File: src/rtl/ptp_punch.sv
// ptp_punch: paper-tape punch responder on the processor IO bus.
// Decodes its device code, accepts CONO/DATAO strobes, hands frames to the
// punch mechanism over valid/ready, times the mechanism cycle, and reports
// status on CONI plus a PI request on the programmed channel.
// Optional feature: define PTP_FEED_EN to add the tape-feed (blank frame) mode.
module ptp_punch #(
  parameter logic [6:0]  DEVCODE      = 7'o20,
  parameter int unsigned PUNCH_CYCLES = 16
) (
  input  logic        clk,
  input  logic        reset,
  input  logic        iobus_iob_poweron,
  input  logic        iobus_iob_reset,
  input  logic        iobus_datao_clear,
  input  logic        iobus_datao_set,
  input  logic        iobus_cono_clear,
  input  logic        iobus_cono_set,
  input  logic        iobus_iob_fm_datai,
  input  logic        iobus_iob_fm_status,
  input  logic [3:9]  iobus_ios,
  input  logic [0:35] iobus_iob_in,
  output logic [0:35] iobus_iob_out,
  output logic [1:7]  iobus_pi_req,
  output logic [7:0]  punch_data,
  output logic        punch_valid,
  input  logic        punch_ready,
  input  logic        sw_feed
);

  localparam logic [15:0] CNT_LOAD = 16'(PUNCH_CYCLES - 1);

`ifdef PTP_FEED_EN
  typedef enum logic [2:0] {S_IDLE, S_SEND, S_WAIT, S_FEED, S_FEED_WAIT} state_t;
`else
  typedef enum logic [1:0] {S_IDLE, S_SEND, S_WAIT} state_t;
`endif

  state_t      state, state_next;
  logic [0:7]  frame_buf;
  logic [0:2]  pia;
  logic        done, busy, bin;
  logic [15:0] cnt;

  logic        sel, clr;
  logic        cono_clr, cono_set_sel, datao_clr, datao_take;
  logic        cnt_load, counting, job_done;
  logic        feed_start, feed_stop;
  logic [0:35] status_word, datai_word;

  // Bus decode: strobes only count when our device code is selected.
  always_comb begin
    sel          = (iobus_ios == DEVCODE);
    clr          = ~reset | ~iobus_iob_poweron | iobus_iob_reset;
    cono_clr     = sel & iobus_cono_clear;
    cono_set_sel = sel & iobus_cono_set;
    datao_clr    = sel & iobus_datao_clear;
    datao_take   = sel & iobus_datao_set & (state == S_IDLE);
  end

  // FSM state register.
  always_ff @(posedge clk) begin
    if (clr) state <= S_IDLE;
    else     state <= state_next;
  end

  // FSM next state and punch handshake outputs.
  always_comb begin
    state_next  = state;
    punch_valid = 1'b0;
    punch_data  = '0;
    cnt_load    = 1'b0;
    counting    = 1'b0;
    job_done    = 1'b0;
    feed_start  = 1'b0;
    feed_stop   = 1'b0;
    case (state)
      S_IDLE: begin
        if (datao_take) state_next = S_SEND;
`ifdef PTP_FEED_EN
        else if (sw_feed) begin
          state_next = S_FEED;
          feed_start = 1'b1;
        end
`endif
      end
      S_SEND: begin
        punch_valid = 1'b1;
        punch_data  = bin ? {2'b10, frame_buf[2:7]} : frame_buf;
        if (punch_ready) begin
          cnt_load   = 1'b1;
          state_next = S_WAIT;
        end
      end
      S_WAIT: begin
        counting = 1'b1;
        if (cnt == '0) begin
          job_done   = 1'b1;
          state_next = S_IDLE;
        end
      end
`ifdef PTP_FEED_EN
      S_FEED: begin
        punch_valid = 1'b1;
        punch_data  = 8'h00;
        if (punch_ready) begin
          cnt_load   = 1'b1;
          state_next = S_FEED_WAIT;
        end
      end
      S_FEED_WAIT: begin
        counting = 1'b1;
        if (cnt == '0) begin
          if (sw_feed) state_next = S_FEED;
          else begin
            feed_stop  = 1'b1;
            state_next = S_IDLE;
          end
        end
      end
`endif
      default: state_next = S_IDLE;
    endcase
  end

  // Device registers; clear strobes act before set strobes in the same clock.
  always_ff @(posedge clk) begin
    if (clr) begin
      frame_buf <= '0;
      pia       <= '0;
      done      <= 1'b0;
      busy      <= 1'b0;
      bin       <= 1'b0;
      cnt       <= '0;
    end else begin
      pia       <= (cono_clr ? 3'b000 : pia) | (cono_set_sel ? iobus_iob_in[33:35] : 3'b000);
      bin       <= (bin & ~cono_clr) | (cono_set_sel & iobus_iob_in[30]);
      done      <= job_done |
                   (~datao_take & ((done & ~cono_clr) | (cono_set_sel & iobus_iob_in[32])));
      frame_buf <= (datao_clr ? 8'h00 : frame_buf) | (datao_take ? iobus_iob_in[28:35] : 8'h00);
      if (datao_take | feed_start)     busy <= 1'b1;
      else if (job_done | feed_stop)   busy <= 1'b0;
      if (cnt_load)                    cnt <= CNT_LOAD;
      else if (counting && cnt != '0)  cnt <= cnt - 16'd1;
    end
  end

  // Read-back words; the bus is wire-ORed so drive zero unless selected.
  always_comb begin
    status_word         = '0;
    status_word[30]     = bin;
    status_word[31]     = busy;
    status_word[32]     = done;
    status_word[33:35]  = pia;
    datai_word          = '0;
    datai_word[28:35]   = frame_buf;
    iobus_iob_out       = ((sel & iobus_iob_fm_status) ? status_word : 36'd0) |
                          ((sel & iobus_iob_fm_datai)  ? datai_word  : 36'd0);
  end

  // Priority-interrupt request on the channel held in pia.
  always_comb begin
    iobus_pi_req = '0;
    for (int unsigned n = 1; n <= 7; n++)
      iobus_pi_req[n] = done & (pia == 3'(n));
  end

  logic unused_inputs;
`ifdef PTP_FEED_EN
  assign unused_inputs = ^iobus_iob_in[0:27];
`else
  assign unused_inputs = ^{iobus_iob_in[0:27], sw_feed};
`endif

endmodule

File: config.mk
export PLATFORM = sky130hd
export DESIGN_NAME = ptp_punch
export DESIGN_NICKNAME = d
export VERILOG_FILES = /design/src/rtl/ptp_punch.sv
export SDC_FILE = /design/constraint.sdc
export NUM_CORES = 1
export LEC_CHECK = 0
export CORE_MARGIN = 8
export CORE_UTILIZATION = 39
export DETAILED_ROUTE_END_ITERATION = 8
export HOLD_SLACK_MARGIN = 0.06
export PLACE_DENSITY = 0.9
export SLEW_MARGIN = 20
export SYNTH_ARGS = -nofsm -noshare
export SYNTH_HDL_FRONTEND = slang
export SYNTH_SLANG_ARGS = --single-unit
File: constraint.sdc
create_clock -name clk -period 2.22 [get_ports clk]
set_input_delay 0.333 -clock clk [delete_from_list [all_inputs] [get_ports clk]]
set_output_delay 0.333 -clock clk [all_outputs]
set_load 0.03 [all_outputs]
==> run_summary.xml <==
<?xml version="1.0" encoding="UTF-8"?>
<metrics>
  <group name="worst_setup_path">
    <metric name="ff2ff_path_depth" unit="">6</metric>
    <metric name="worstSetupEndpointType" unit="">output pin</metric>
    <metric name="r2r_start" unit="">cnt[0]$_SDFFE_PP0P_</metric>
    <metric name="startpoint_types" unit="">input port</metric>
    <metric name="worst-path-max-fanout" unit="">4</metric>
    <metric name="timing.critical_path.required" unit="ns">1.89</metric>
    <metric name="worstPathArrival" unit="ns">1.76</metric>
    <metric name="class_of_the_most_critical_setup_path" unit="">in -&gt; out</metric>
    <metric name="r2r_end" unit="">cnt[10]$_SDFFE_PP0P_</metric>
    <metric name="reg2reg_slack" unit="ns">0.29</metric>
  </group>
  <group name="sta">
    <metric name="clock-skew-final" unit="ns">0.005123</metric>
    <metric name="timing.final.crit_share" unit="%">94.35</metric>
    <metric name="setup_viol_count_final" unit="">0</metric>
    <metric name="fin_tns_setup" unit="ns">0</metric>
    <metric name="achievable-frequency" unit="GHz">0.4774</metric>
    <metric name="final-max-slew-violation-count" unit="">0</metric>
    <metric name="finalCriticalPeriod" unit="ns">2.094</metric>
    <metric name="hold_viol_final" unit="">0</metric>
    <metric name="grt_setup_unrepaired" unit="">no</metric>
  </group>
  <group name="synth">
    <metric name="ys_types" unit="">43</metric>
    <metric name="async_reset_ff_share" unit="%">0</metric>
    <metric name="synth.avg_cell_area" unit="um^2">7.895</metric>
    <metric name="ys_seq_area_share" unit="%">33.12</metric>
    <metric name="synth-seq-cells" unit="">32</metric>
    <metric name="yosys_most_used_dff" unit="">dfxtp_1</metric>
    <metric name="ys_warn_count" unit="">0</metric>
    <metric name="post_synth_inst_count" unit="">245</metric>
    <metric name="synth-edff-count" unit="">0</metric>
    <metric name="synth_area" unit="um^2">1934</metric>
  </group>
  <group name="layout">
    <metric name="syn_to_final_growth" unit="%">29.30</metric>
    <metric name="drive_above_1_share" unit="%">12.33</metric>
    <metric name="stdcell_count" unit="">367</metric>
    <metric name="regArea" unit="um^2">640.6</metric>
    <metric name="fill_cells" unit="">466</metric>
    <metric name="fin_util" unit="%">52.61</metric>
    <metric name="mostFrequentLayoutCells" unit="">dfxtp_1, clkdlybuf4s50_1, nor2_1, conb_1, a21oi_1</metric>
    <metric name="multi_input_comb_area" unit="um^2">1140</metric>
    <metric name="num_antenna_cells" unit="">0</metric>
    <metric name="nets" unit="">355</metric>
  </group>
  <group name="worst_hold_path">
    <metric name="holdCritStartpoint" unit="">pia[0]$_SDFF_PP0_</metric>
    <metric name="hold_path_depth" unit="">2</metric>
    <metric name="min_delay_worst_endpoint" unit="">pia[0]$_SDFF_PP0_</metric>
    <metric name="worst_hold_path_type" unit="">reg -&gt; reg</metric>
  </group>
  <group name="power_and_ir_drop">
    <metric name="worst_ir_drop_vdd" unit="V">0.0002900</metric>
    <metric name="power_per_cell_area" unit="nW/um^2">507.1</metric>
    <metric name="leakage" unit="nW">0.9354</metric>
  </group>
  <group name="placed_design">
    <metric name="portBuffers" unit="">49</metric>
    <metric name="weighted_congestion_reported_at_the_end_of_routability_driven_placement" unit="">0.8621</metric>
    <metric name="place_inst" unit="">359</metric>
    <metric name="dp_hpwl" unit="um">3969</metric>
  </group>
  <group name="clocking">
    <metric name="clk_latency" unit="ns">0.29</metric>
    <metric name="cts-root-buf" unit="">clkbuf_8</metric>
    <metric name="ctsHtreeMaxLevel" unit="">2</metric>
    <metric name="cts.reportedPaths.clkPinSlew" unit="ns">0.07</metric>
    <metric name="tritoncts.num_buffers" unit="">5</metric>
    <metric name="clock_tree.buffer_depth" unit="">2</metric>
    <metric name="cts_tree" unit="">yes</metric>
    <metric name="numClockSinks" unit="">32</metric>
    <metric name="post_cts_buffers" unit="">0</metric>
  </group>
  <group name="floorplan">
    <metric name="die_h" unit="um">86.43</metric>
    <metric name="io_pins" unit="">107</metric>
    <metric name="die_area" unit="um^2">7469</metric>
    <metric name="core" unit="um^2">4755</metric>
    <metric name="die_w" unit="um">86.43</metric>
    <metric name="rows" unit="">25</metric>
    <metric name="initial_core_util" unit="%">40.68</metric>
  </group>
  <group name="global_route">
    <metric name="global_route.usage.total" unit="%">13.51</metric>
    <metric name="grt_first_pass_wirelength" unit="um">8314</metric>
    <metric name="vias_in_the_first_global_route" unit="">1853</metric>
    <metric name="largest_net_degree_at_the_start_of_global_routing" unit="">21</metric>
    <metric name="initial_antenna_violation_count" unit="">0</metric>
    <metric name="gr-total-overflow" unit="">0</metric>
  </group>
  <group name="flow_run">
    <metric name="max_cap_violations" unit="">0</metric>
  </group>
  <group name="routing">
    <metric name="ant_nets" unit="">0</metric>
    <metric name="vias_per_cell" unit="">5.185</metric>
    <metric name="average_routed_wire_per_standard_cell" unit="um">13.73</metric>
    <metric name="via_count" unit="">1903</metric>
    <metric name="first_pass_iters" unit="">4</metric>
    <metric name="finalWirelength" unit="um">5038</metric>
    <metric name="drt_first_iter_violations" unit="">103</metric>
    <metric name="post-route-drc-count" unit="">0</metric>
  </group>
  <group name="status">
    <metric name="run_status" unit="">finished clean</metric>
  </group>
</metrics>
==> logic make-up after synthesis <==
| family | after synthesis | share of synthesized area, % |
|---|---|---|
| simple gates | 110 | 33.05 |
| compound gates | 62 | 19.34 |
| buf+inv | 39 | 13.65 |
| flops | 32 | 33.12 |
| fa+ha+maj | 1 | 0.6467 |
| other cells | 1 | 0.1939 |
==> what timing repair did <==
item | CTS | global route
gates resized for setup | 7 | 2
hold buffers | 0 | 0
setup endpoints to repair | 7 | 9
==> sequential cells by signal, summed over array words and instances (netlist names) <==
name       flops
cnt           16
busy           1
pia            3
state          2
frame_buf      8
done           1
bin            1
==> Yosys cell counts, drive strengths merged, types with 3 or more instances <==
library cell / n / area share [%]
nand2: 11 / 2.1
a31oi: 3 / 0.97
dfxtp: 32 / 33
nor3: 4 / 1.0
nand2b: 5 / 1.6
buf: 28 / 11
or4: 7 / 2.7
nor2: 28 / 5.4
nor4: 5 / 3.0
inv: 3 / 0.58
clkbuf: 8 / 2.2
nand4: 3 / 0.97
o31ai: 5 / 1.9
and2: 9 / 2.9
a22oi: 14 / 5.4
o21ai: 10 / 2.6
or3: 6 / 2.1
or2: 8 / 2.6
and4: 3 / 1.4
a21oi: 26 / 6.7
nand3: 10 / 2.6
==> worst max-delay path by stage <==
stage / from / to / slack [ns] / cells past startpoint
detailed placement: iobus_ios[8] / iobus_iob_out[31] / 0.05 / 5
floorplan: iobus_ios[9] / iobus_iob_out[28] / 0.40 / 4
finish: iobus_ios[8] / iobus_iob_out[29] / 0.13 / 5
global placement: iobus_ios[8] / iobus_iob_out[31] / 0.06 / 5
global route: iobus_ios[8] / iobus_iob_out[34] / 0.01 / 5
CTS: iobus_ios[8] / iobus_iob_out[31] / 0.05 / 5
==> final cells by class <==
cell class              instances  area share, %
clock buffers                   5          2.751
flip-flops and latches         32          25.61
repair buffers                 56          20.56
well taps                      67          3.352
multi-input cells             201          45.57
inverters                       3         0.4502
clock inverters                 3          1.701
==> per-stage QoR <==
step | hold WS (ns) | instance area (um^2) | total power [W] | setup WS [ns]
detailed placement | 0.4723 | 2387 | 0.0007173 | 0.04744
global placement | 0.4632 | 2387 | 0.0007169 | 0.05555
CTS | 0.4831 | 2490 | 0.001274 | 0.04515
global route | 0.5041 | 2501 | 0.001305 | 0.01482
floorplan | 0.4525 | 2036 | 0.0006992 | 0.4019
finish | 0.4866 | 2501 | 0.001268 | 0.1255
==> per-layer routing <==
metal / up-vias / global-route usage [%] / part of all wire (%)
met2: 72 / 23.47 / 47
met4: 0 / 6.416 / 1.9
met5: - / 0 / 0
met1: 878 / 14.56 / 42
met3: 9 / 4.159 / 9.2
li1: 944 / - / -
==> where the power goes <==
part / switching (W) / internal, W / leakage (nW)
logic: 0.0000898 / 0.0000448 / 0.624
registers: 0.000000112 / 0.000574 / 0.258
clock network: 0.000228 / 0.000332 / 0.0541
total: 0.000318 / 0.000950 / 0.935
==> worst max-delay path, stage by stage <==
cell	delay, ns
clkdlybuf4s50_1	0.44
nor4_4	0.38
and2_0	0.26
and3_1	0.18
buf_4	0.16
Note: power is estimated with default switching activity, not from simulation.
